**src/rtl/rv32_id_ex_operand_stage_if.sv**
```systemverilog
// rv32_id_ex_operand_stage_if: ID-side capture fields, bypass sources and EX-side operand outputs.
interface rv32_id_ex_operand_stage_if #(
  parameter int XLEN       = 32,
  parameter int REG_ADDR_W = 5
);
  logic                  id_valid;
  logic [XLEN-1:0]       id_pc;
  logic [XLEN-1:0]       id_rs1_data;
  logic [XLEN-1:0]       id_rs2_data;
  logic [XLEN-1:0]       id_imm;
  logic [REG_ADDR_W-1:0] id_rs1_addr;
  logic [REG_ADDR_W-1:0] id_rs2_addr;
  logic [REG_ADDR_W-1:0] id_rd_addr;
  logic [3:0]            id_alu_opsel;
  logic                  id_use_imm;
  logic                  id_use_pc;
  logic                  id_reg_write;
  logic                  stall;
  logic                  flush;
  logic                  exmem_reg_write;
  logic [REG_ADDR_W-1:0] exmem_rd_addr;
  logic [XLEN-1:0]       exmem_result;
  logic                  memwb_reg_write;
  logic [REG_ADDR_W-1:0] memwb_rd_addr;
  logic [XLEN-1:0]       memwb_result;
  logic                  ex_valid;
  logic [XLEN-1:0]       ex_opA;
  logic [XLEN-1:0]       ex_opB;
  logic [3:0]            ex_alu_opsel;
  logic [XLEN-1:0]       ex_store_data;
  logic [REG_ADDR_W-1:0] ex_rd_addr;
  logic                  ex_reg_write;
  logic [XLEN-1:0]       ex_pc;
  modport master (
    output id_valid, id_pc, id_rs1_data, id_rs2_data, id_imm, id_rs1_addr, id_rs2_addr,
           id_rd_addr, id_alu_opsel, id_use_imm, id_use_pc, id_reg_write, stall, flush,
           exmem_reg_write, exmem_rd_addr, exmem_result, memwb_reg_write, memwb_rd_addr,
           memwb_result,
    input  ex_valid, ex_opA, ex_opB, ex_alu_opsel, ex_store_data, ex_rd_addr, ex_reg_write, ex_pc
  );
  modport slave (
    input  id_valid, id_pc, id_rs1_data, id_rs2_data, id_imm, id_rs1_addr, id_rs2_addr,
           id_rd_addr, id_alu_opsel, id_use_imm, id_use_pc, id_reg_write, stall, flush,
           exmem_reg_write, exmem_rd_addr, exmem_result, memwb_reg_write, memwb_rd_addr,
           memwb_result,
    output ex_valid, ex_opA, ex_opB, ex_alu_opsel, ex_store_data, ex_rd_addr, ex_reg_write, ex_pc
  );
endinterface

```
**src/rtl/rv32_id_ex_operand_stage.sv**
```systemverilog
// rv32_id_ex_operand_stage: ID/EX register with stall/flush, EX/MEM + MEM/WB bypass and operand select.
module rv32_id_ex_operand_stage #(
  parameter int XLEN       = 32,
  parameter int REG_ADDR_W = 5
) (
  input logic clk,
  input logic rst_n,
  rv32_id_ex_operand_stage_if.slave bus
);
  logic                  valid_q, valid_d, reg_write_q, reg_write_d;
  logic                  use_imm_q, use_imm_d, use_pc_q, use_pc_d;
  logic [XLEN-1:0]       pc_q, pc_d, rs1_q, rs1_d, rs2_q, rs2_d, imm_q, imm_d;
  logic [REG_ADDR_W-1:0] rs1_addr_q, rs1_addr_d, rs2_addr_q, rs2_addr_d, rd_addr_q, rd_addr_d;
  logic [3:0]            opsel_q, opsel_d;
  logic                  mw1_hit, mw2_hit, em1_hit, em2_hit;
  logic [XLEN-1:0]       fwd_rs1, fwd_rs2;
  assign em1_hit = bus.exmem_reg_write && bus.exmem_rd_addr != '0 && bus.exmem_rd_addr == rs1_addr_q;
  assign em2_hit = bus.exmem_reg_write && bus.exmem_rd_addr != '0 && bus.exmem_rd_addr == rs2_addr_q;
  assign mw1_hit = bus.memwb_reg_write && bus.memwb_rd_addr != '0 && bus.memwb_rd_addr == rs1_addr_q;
  assign mw2_hit = bus.memwb_reg_write && bus.memwb_rd_addr != '0 && bus.memwb_rd_addr == rs2_addr_q;
  assign fwd_rs1 = em1_hit ? bus.exmem_result : mw1_hit ? bus.memwb_result : rs1_q;
  assign fwd_rs2 = em2_hit ? bus.exmem_result : mw2_hit ? bus.memwb_result : rs2_q;
  always_comb begin
    valid_d     = valid_q;
    reg_write_d = reg_write_q;
    use_imm_d   = use_imm_q;
    use_pc_d    = use_pc_q;
    pc_d        = pc_q;
    rs1_d       = rs1_q;
    rs2_d       = rs2_q;
    imm_d       = imm_q;
    rs1_addr_d  = rs1_addr_q;
    rs2_addr_d  = rs2_addr_q;
    rd_addr_d   = rd_addr_q;
    opsel_d     = opsel_q;
    if (bus.flush) begin
      valid_d     = 1'b0;
      reg_write_d = 1'b0;
      opsel_d     = '0;
      rd_addr_d   = '0;
    end else if (!bus.stall) begin
      valid_d     = bus.id_valid;
      reg_write_d = bus.id_reg_write;
      use_imm_d   = bus.id_use_imm;
      use_pc_d    = bus.id_use_pc;
      pc_d        = bus.id_pc;
      rs1_d       = bus.id_rs1_data;
      rs2_d       = bus.id_rs2_data;
      imm_d       = bus.id_imm;
      rs1_addr_d  = bus.id_rs1_addr;
      rs2_addr_d  = bus.id_rs2_addr;
      rd_addr_d   = bus.id_rd_addr;
      opsel_d     = bus.id_alu_opsel;
    end else begin
      // a value retiring while we are held would otherwise vanish before the stall lifts
      rs1_d = mw1_hit ? bus.memwb_result : rs1_q;
      rs2_d = mw2_hit ? bus.memwb_result : rs2_q;
    end
  end
  always_ff @(posedge clk or negedge rst_n) begin
    if (!rst_n) begin
      valid_q     <= 1'b0;
      reg_write_q <= 1'b0;
      use_imm_q   <= 1'b0;
      use_pc_q    <= 1'b0;
      pc_q        <= '0;
      rs1_q       <= '0;
      rs2_q       <= '0;
      imm_q       <= '0;
      rs1_addr_q  <= '0;
      rs2_addr_q  <= '0;
      rd_addr_q   <= '0;
      opsel_q     <= '0;
    end else begin
      valid_q     <= valid_d;
      reg_write_q <= reg_write_d;
      use_imm_q   <= use_imm_d;
      use_pc_q    <= use_pc_d;
      pc_q        <= pc_d;
      rs1_q       <= rs1_d;
      rs2_q       <= rs2_d;
      imm_q       <= imm_d;
      rs1_addr_q  <= rs1_addr_d;
      rs2_addr_q  <= rs2_addr_d;
      rd_addr_q   <= rd_addr_d;
      opsel_q     <= opsel_d;
    end
  end
  assign bus.ex_valid      = valid_q;
  assign bus.ex_opA        = !valid_q ? '0 : use_pc_q ? pc_q : fwd_rs1;
  assign bus.ex_opB        = !valid_q ? '0 : use_imm_q ? imm_q : fwd_rs2;
  assign bus.ex_store_data = valid_q ? fwd_rs2 : '0;
  assign bus.ex_alu_opsel  = valid_q ? opsel_q : 4'd0;
  assign bus.ex_reg_write  = valid_q & reg_write_q;
  assign bus.ex_rd_addr    = rd_addr_q;
  assign bus.ex_pc         = pc_q;
endmodule

```
**src/flat_wrapper.sv**
```systemverilog
// flat-port wrapper written by rule: the top's interface ports become plain ports
module rv32_id_ex_operand_stage_flat 
#(
  parameter int XLEN       = 32,
  parameter int REG_ADDR_W = 5
)
  (clk, rst_n, bus_id_valid, bus_id_pc, bus_id_rs1_data, bus_id_rs2_data, bus_id_imm, bus_id_rs1_addr, bus_id_rs2_addr, bus_id_rd_addr, bus_id_alu_opsel, bus_id_use_imm, bus_id_use_pc, bus_id_reg_write, bus_stall, bus_flush, bus_exmem_reg_write, bus_exmem_rd_addr, bus_exmem_result, bus_memwb_reg_write, bus_memwb_rd_addr, bus_memwb_result, bus_ex_valid, bus_ex_opA, bus_ex_opB, bus_ex_alu_opsel, bus_ex_store_data, bus_ex_rd_addr, bus_ex_reg_write, bus_ex_pc);
  rv32_id_ex_operand_stage_if #(.XLEN(XLEN), .REG_ADDR_W(REG_ADDR_W)) bus_i ();
  input logic clk;
  input logic rst_n;
  input wire logic [$bits(bus_i.id_valid)-1:0] bus_id_valid;
  input wire logic [$bits(bus_i.id_pc)-1:0] bus_id_pc;
  input wire logic [$bits(bus_i.id_rs1_data)-1:0] bus_id_rs1_data;
  input wire logic [$bits(bus_i.id_rs2_data)-1:0] bus_id_rs2_data;
  input wire logic [$bits(bus_i.id_imm)-1:0] bus_id_imm;
  input wire logic [$bits(bus_i.id_rs1_addr)-1:0] bus_id_rs1_addr;
  input wire logic [$bits(bus_i.id_rs2_addr)-1:0] bus_id_rs2_addr;
  input wire logic [$bits(bus_i.id_rd_addr)-1:0] bus_id_rd_addr;
  input wire logic [$bits(bus_i.id_alu_opsel)-1:0] bus_id_alu_opsel;
  input wire logic [$bits(bus_i.id_use_imm)-1:0] bus_id_use_imm;
  input wire logic [$bits(bus_i.id_use_pc)-1:0] bus_id_use_pc;
  input wire logic [$bits(bus_i.id_reg_write)-1:0] bus_id_reg_write;
  input wire logic [$bits(bus_i.stall)-1:0] bus_stall;
  input wire logic [$bits(bus_i.flush)-1:0] bus_flush;
  input wire logic [$bits(bus_i.exmem_reg_write)-1:0] bus_exmem_reg_write;
  input wire logic [$bits(bus_i.exmem_rd_addr)-1:0] bus_exmem_rd_addr;
  input wire logic [$bits(bus_i.exmem_result)-1:0] bus_exmem_result;
  input wire logic [$bits(bus_i.memwb_reg_write)-1:0] bus_memwb_reg_write;
  input wire logic [$bits(bus_i.memwb_rd_addr)-1:0] bus_memwb_rd_addr;
  input wire logic [$bits(bus_i.memwb_result)-1:0] bus_memwb_result;
  output wire logic [$bits(bus_i.ex_valid)-1:0] bus_ex_valid;
  output wire logic [$bits(bus_i.ex_opA)-1:0] bus_ex_opA;
  output wire logic [$bits(bus_i.ex_opB)-1:0] bus_ex_opB;
  output wire logic [$bits(bus_i.ex_alu_opsel)-1:0] bus_ex_alu_opsel;
  output wire logic [$bits(bus_i.ex_store_data)-1:0] bus_ex_store_data;
  output wire logic [$bits(bus_i.ex_rd_addr)-1:0] bus_ex_rd_addr;
  output wire logic [$bits(bus_i.ex_reg_write)-1:0] bus_ex_reg_write;
  output wire logic [$bits(bus_i.ex_pc)-1:0] bus_ex_pc;
  assign bus_i.id_valid = bus_id_valid;
  assign bus_i.id_pc = bus_id_pc;
  assign bus_i.id_rs1_data = bus_id_rs1_data;
  assign bus_i.id_rs2_data = bus_id_rs2_data;
  assign bus_i.id_imm = bus_id_imm;
  assign bus_i.id_rs1_addr = bus_id_rs1_addr;
  assign bus_i.id_rs2_addr = bus_id_rs2_addr;
  assign bus_i.id_rd_addr = bus_id_rd_addr;
  assign bus_i.id_alu_opsel = bus_id_alu_opsel;
  assign bus_i.id_use_imm = bus_id_use_imm;
  assign bus_i.id_use_pc = bus_id_use_pc;
  assign bus_i.id_reg_write = bus_id_reg_write;
  assign bus_i.stall = bus_stall;
  assign bus_i.flush = bus_flush;
  assign bus_i.exmem_reg_write = bus_exmem_reg_write;
  assign bus_i.exmem_rd_addr = bus_exmem_rd_addr;
  assign bus_i.exmem_result = bus_exmem_result;
  assign bus_i.memwb_reg_write = bus_memwb_reg_write;
  assign bus_i.memwb_rd_addr = bus_memwb_rd_addr;
  assign bus_i.memwb_result = bus_memwb_result;
  assign bus_ex_valid = bus_i.ex_valid;
  assign bus_ex_opA = bus_i.ex_opA;
  assign bus_ex_opB = bus_i.ex_opB;
  assign bus_ex_alu_opsel = bus_i.ex_alu_opsel;
  assign bus_ex_store_data = bus_i.ex_store_data;
  assign bus_ex_rd_addr = bus_i.ex_rd_addr;
  assign bus_ex_reg_write = bus_i.ex_reg_write;
  assign bus_ex_pc = bus_i.ex_pc;
  rv32_id_ex_operand_stage #(.XLEN(XLEN), .REG_ADDR_W(REG_ADDR_W)) u_core (.clk(clk), .rst_n(rst_n), .bus(bus_i));
endmodule
```
**config.mk**
```make
export PLATFORM = sky130hd
export DESIGN_NAME = rv32_id_ex_operand_stage_flat
export DESIGN_NICKNAME = d
export VERILOG_FILES = /design/src/rtl/rv32_id_ex_operand_stage_if.sv /design/src/rtl/rv32_id_ex_operand_stage.sv /design/src/flat_wrapper.sv
export SDC_FILE = /design/constraint.sdc
export NUM_CORES = 1
export LEC_CHECK = 0
export ABC_AREA = 1
export CAP_MARGIN = 20
export CORE_ASPECT_RATIO = 0.7
export CORE_MARGIN = 2
export CORE_UTILIZATION = 49
export DETAILED_ROUTE_END_ITERATION = 8
export HOLD_SLACK_MARGIN = 0.02
export PLACE_DENSITY = 0.88
export SLEW_MARGIN = 10
export SYNTH_ARGS = -nofsm -noshare
export SYNTH_HDL_FRONTEND = slang
export SYNTH_SLANG_ARGS = --single-unit
```
**constraint.sdc**
```tcl
create_clock -name clk -period 3.1 [get_ports clk]
set_input_delay 0.465 -clock clk [delete_from_list [all_inputs] [get_ports clk]]
set_output_delay 0.465 -clock clk [all_outputs]
set_load 0.1 [all_outputs]
```
Word-level counts from Yosys, hierarchy flattened
Cells that the tools add are included.
{"block": "word_totals", "ff_bits": 151, "latchBits": 0, "ramBits": 0, "mem_bits_ro": 0, "word_cells": 49, "memories": 0}
{"block": "op_classes", "addsub": 0, "n_mul": 0, "div_mod_pow": 0, "order_cmp": 0, "eq_ne": 5, "shift": 0, "muxes": 20, "bitwise": 3, "reduce_logical": 9}
{"cell": "$mux 32", "n": 11}
{"cell": "$eq 5x5->1", "n": 4}
{"cell": "$mux 4", "n": 3}
{"cell": "$mux 5", "n": 2}
{"cell": "$reduce_bool 5->1", "n": 2}
{"cell": "$logic_and 1x1->1", "n": 6}
{"cell": "$mux 1", "n": 4}
{"cell": "$ne 2x1->1 const B", "n": 1}
{"cell": "$not 1->1", "n": 2}
{"cell": "$reduce_and 2->1", "n": 1}
{"cell": "$and 1x1->1", "n": 1}

Longest topological paths before layout
{"block": "depth", "word_depth": 7, "ltp_mapped": 12, "mapped_depth_nobuf": 11}

Worst setup path after synthesis
OpenSTA, ideal clock, no wires.
{"block": "synth_timing", "path_kind": "flip-flop to output port", "startpoint": "reg u_core.valid_q, in the netlist u_core.bus.ex_valid", "endpoint": "out bus_ex_opA[10]", "t_arrival_ns": 3.146, "required_ns": 2.635, "path_slack_ns": -0.511, "stages_incl_launch_ff": 6, "path_cell_list": "dfrtp_1 -> clkbuf_1 -> inv_1 -> clkbuf_1 -> buf_1 -> a21oi_1"}
{"block": "synth_via", "elab_chain_len": 1}
{"item": "start, declared", "line": "rv32_id_ex_operand_stage.sv:10", "text": "logic valid_q, valid_d, reg_write_q, reg_write_d;"}
{"item": "start signal, assigned", "line": "rv32_id_ex_operand_stage.sv:75", "text": "valid_q <= valid_d;"}
{"item": "$mux 32", "line": "rv32_id_ex_operand_stage.sv:90", "text": "assign bus.ex_opA = !valid_q ? '0 : use_pc_q ? pc_q : fwd_rs1;"}
{"item": "end, declared", "line": "flat_wrapper.sv:32", "text": "output wire logic [$bits(bus_i.ex_opA)-1:0] bus_ex_opA;"}
No other way between the ends.

Worst setup path after layout
{"block": "layout_timing", "startpoint": "in bus_memwb_rd_addr[2]", "endpoint": "out bus_ex_opA[31]"}
{"block": "layout_via", "elab_chain_len": 7, "word_cells_on_any_way": 8}
{"item": "start, declared", "line": "flat_wrapper.sv:29", "text": "input wire logic [$bits(bus_i.memwb_rd_addr)-1:0] bus_memwb_rd_addr;"}
{"item": "$reduce_bool 5->1", "line": "rv32_id_ex_operand_stage.sv:19", "text": "assign mw1_hit = bus.memwb_reg_write && bus.memwb_rd_addr != '0 && bus.memwb_rd_addr == rs1_addr_q;"}
{"item": "$logic_and 1x1->1", "line": "rv32_id_ex_operand_stage.sv:19"}
{"item": "$logic_and 1x1->1 (*)", "line": "rv32_id_ex_operand_stage.sv:19"}
{"item": "$mux 32 (*)"}
{"item": "$mux 32 (*)", "line": "rv32_id_ex_operand_stage.sv:21", "text": "assign fwd_rs1 = em1_hit ? bus.exmem_result : mw1_hit ? bus.memwb_result : rs1_q;"}
{"item": "$mux 32 (*) (2 in a row)", "line": "rv32_id_ex_operand_stage.sv:90"}
Every way passes the cells marked *; elsewhere a longest branch is shown, timed or not.

==> metrics.cfg <==
[routing]
antenna_left = 0
route.detailed.drc = 0
drt_first_pass_iters = 7
drt-initial-drc-count = 1441
routed_wl_um = 39700
vias_per_cell = 5.60
routedWlPerCell_um = 18.8
num_vias = 11800

[setup_path]
crit_path_max_fanout = 32
crit_end = bus_ex_opA[31]
r2r_cells = 10
r2r_slack_ns = 1.38
crit_buf_inv = 5
r2r_end = u_core.rs1_q[31]
path_class = in -> out
rr_startpoint = u_core.rs1_addr_q[2]
slowest_delay_ns = 0.55
required_ns = 2.63
cp_cell_sequence = clkdlybuf4s50_1 > inv_1 > nor2_1 > nor3_4 > buf_12 > nand2_2 > buf_12 > nand2_1 > nand3_1 > nand2_1 > a21oi_4 > buf_12
crit_top_cell = buf_12
cp_top_family = buffers and inverters
worstSetupEndpointType = output port
cp_slowest_cell = clkdlybuf4s50_1
crit_arrival_ns = 2.53
path_depth = 12
critPathLaunch = bus_memwb_rd_addr[2]
startpoint_type = input pin

[synth]
synth_nets = 1733
synth_edf_count = 0
syn_avg_cell_area_um2 = 6.54
syn-cell-area_um2 = 9820
yosysWarnings = 0
synthFlopType = dfrtp_1
synthCells = 1502
async_flop_share_pct = 100
synth-seq-cells = 151
synth_seq_area_share_pct = 38.5
ys_types = 25

[hold_path]
hp-class = in -> async

[sta]
fmax_mhz = 334
slew_violations = 0
worst_pin_slew_ns = 0.711
skew_ns = 0.0122
rsz0062_at_grt = false
timing.final.crit_share_pct = 96.6
period_minus_slack_ns = 3.00
setup_tns_ns = 0
relSlewSlack_pct = 52.6
setup_viol = 0
fin_ws_ns = 0.104
hold_viol = 0

[cts]
clock_latency_ns = 0.42
cts.sinks = 151
clk_path_buf_depth = 2
cts_tree = done
cts_max_level = 4
root_buffer = clkbuf_16
numCtsBuffers = 17
clk_pin_slew_worst_paths_ns = 0.07

[die]
core-area_um2 = 19700
initial_utilization_pct = 49.7
dieArea_um2 = 21200
die_y_um = 122
pin_count = 370
die_w_um = 173
std_cell_rows = 43

[finish]
fin_util_pct = 77.9
layout.cells.non_filler = 2110
antenna_cells = 0
drive_above_1_share_pct = 13.9
layout.nets = 2058
syn2layout_area_growth_pct = 56.6
nFillCells = 1380

[placement]
dp_cells = 2078
gp_congestion = 0.939
preCtsSetupSlack_ns = 0.145
dp.final_hpwl_um = 29300
numPortBuffers = 369

[global_route]
grt_max_degree = 96
grt_pass1_vias = 11700
grt_usage_pct = 37.3
antenna_found_initial = 0
grt_pass1_wl_um = 61400
grt_overflow_total = 0

[status]
status = completed

[pwr]
irDropWorstVdd_v = 0.000327
cellPowerDensity_nw_per_um2 = 486
p_leak_nw = 7.72

[run]
drv_cap = 0

==> what timing repair did <==
action | 4_1_cts | 5_1_grt
endpoints found under the setup margin | 0 | 6
setup buffers | 0 | 0
resized for setup | 0 | 6
hold buffers | 0 | 0
==> area by class of cell <==
type	count	area [um^2]	share of cell area [%]
Clock inverter	13	106	0.692
Clock buffer	19	453	2.94
Timing Repair Buffer	408	5000	32.5
Multi-Input combinational cell	1031	4890	31.8
Inverter	218	818	5.32
Tap cell	270	338	2.20
Sequential cell	151	3780	24.6
==> report_power, final <==
group          internal (mW)  switching [mW]
Combinational          0.997            2.06
Sequential              2.22           0.153
Clock                   1.09           0.958
Total                   4.30            3.17
==> metal layers <==
layer	global-route usage (%)	routed length, um	share of wire [%]	vias to the layer above
met5	0	0	0	-
met4	18.6	1900	4.8	0
met2	63.9	19400	49	748
li1	-	-	-	5438
met1	44.6	14700	37	5517
met3	8.77	3790	9.5	120
==> cells by family (layout without fill, tap and decap cells) <==
family,after synthesis,count (layout),share of synthesized area [%]
xor+xnor,11,11,0.981
flops,151,151,38.5
buf+inv,320,658,12.9
compound gates,172,172,9.50
simple gates,848,848,38.1
==> through the flow <==
stage | total power, mW | cell area (um^2) | hold WS [ns]
after floorplan | 4.23 | 9880 | 0.169
after global placement | 5.35 | 14800 | 0.473
after detailed placement | 5.41 | 14800 | 0.481
after CTS | 7.45 | 15400 | 0.0794
after global routing | 7.77 | 15400 | 0.0958
final | 7.47 | 15400 | 0.0497
==> synth_stat cells, types with 4 or more instances <==
| master | instances | share of area, % |
|---|---|---|
| nor2_1 | 9 | 0.34 |
| dfrtp_1 | 151 | 38 |
| o21ai_0 | 53 | 2.7 |
| nand2_1 | 503 | 19 |
| clkbuf_1 | 58 | 2.2 |
| inv_1 | 215 | 8.2 |
| nand3_1 | 285 | 15 |
| xnor2_1 | 4 | 0.36 |
| buf_1 | 9 | 0.34 |
| a22o_1 | 10 | 0.89 |
| buf_2 | 29 | 1.5 |
| a21oi_1 | 96 | 4.9 |
| nand3_2 | 11 | 1.1 |
| nand4_1 | 32 | 2.0 |
| xor2_1 | 7 | 0.62 |
| a22oi_1 | 11 | 0.84 |
==> worst min path at each step <==
stage / endpoint / slack, ns / cells past startpoint
3_5_place_dp: u_core.rs2_q[11] / 0.48 / 2
5_1_grt: u_core.imm_q[9] / 0.1 / 1
2_1_floorplan: u_core.bus.ex_pc[0] / 0.17 / 0
3_3_place_gp: u_core.rs2_q[6] / 0.47 / 2
6_report: u_core.imm_q[7] / 0.05 / 1
4_1_cts: u_core.imm_q[7] / 0.08 / 1
==> cells in the final DEF, fill, tap and decap left out, drive strengths merged, types with 7 or more instances in the layout <==
cell type and count:
nand2 505, nand3 296, clkdlybuf4s50 228, inv 224, buf 180, dfrtp 151, a21oi 98, o21ai 53
nand4 32, clkbuf 19, nor2 13, a22oi 11, a22o 10, xor2 7
==> state kept, by name (all words and copies together), names as in the netlist <==
name                   flops
u_core.bus.ex_valid        1
u_core.use_imm_q           1
u_core.reg_write_q         1
u_core.imm_q              32
u_core.bus.ex_pc          32
u_core.opsel_q             4
u_core.rs1_q              32
u_core.rs2_q              32
u_core.rs2_addr_q          5
u_core.bus.ex_rd_addr      5
u_core.rs1_addr_q          5
u_core.use_pc_q            1
No activity file was read; power rests on OpenSTA's default activity.
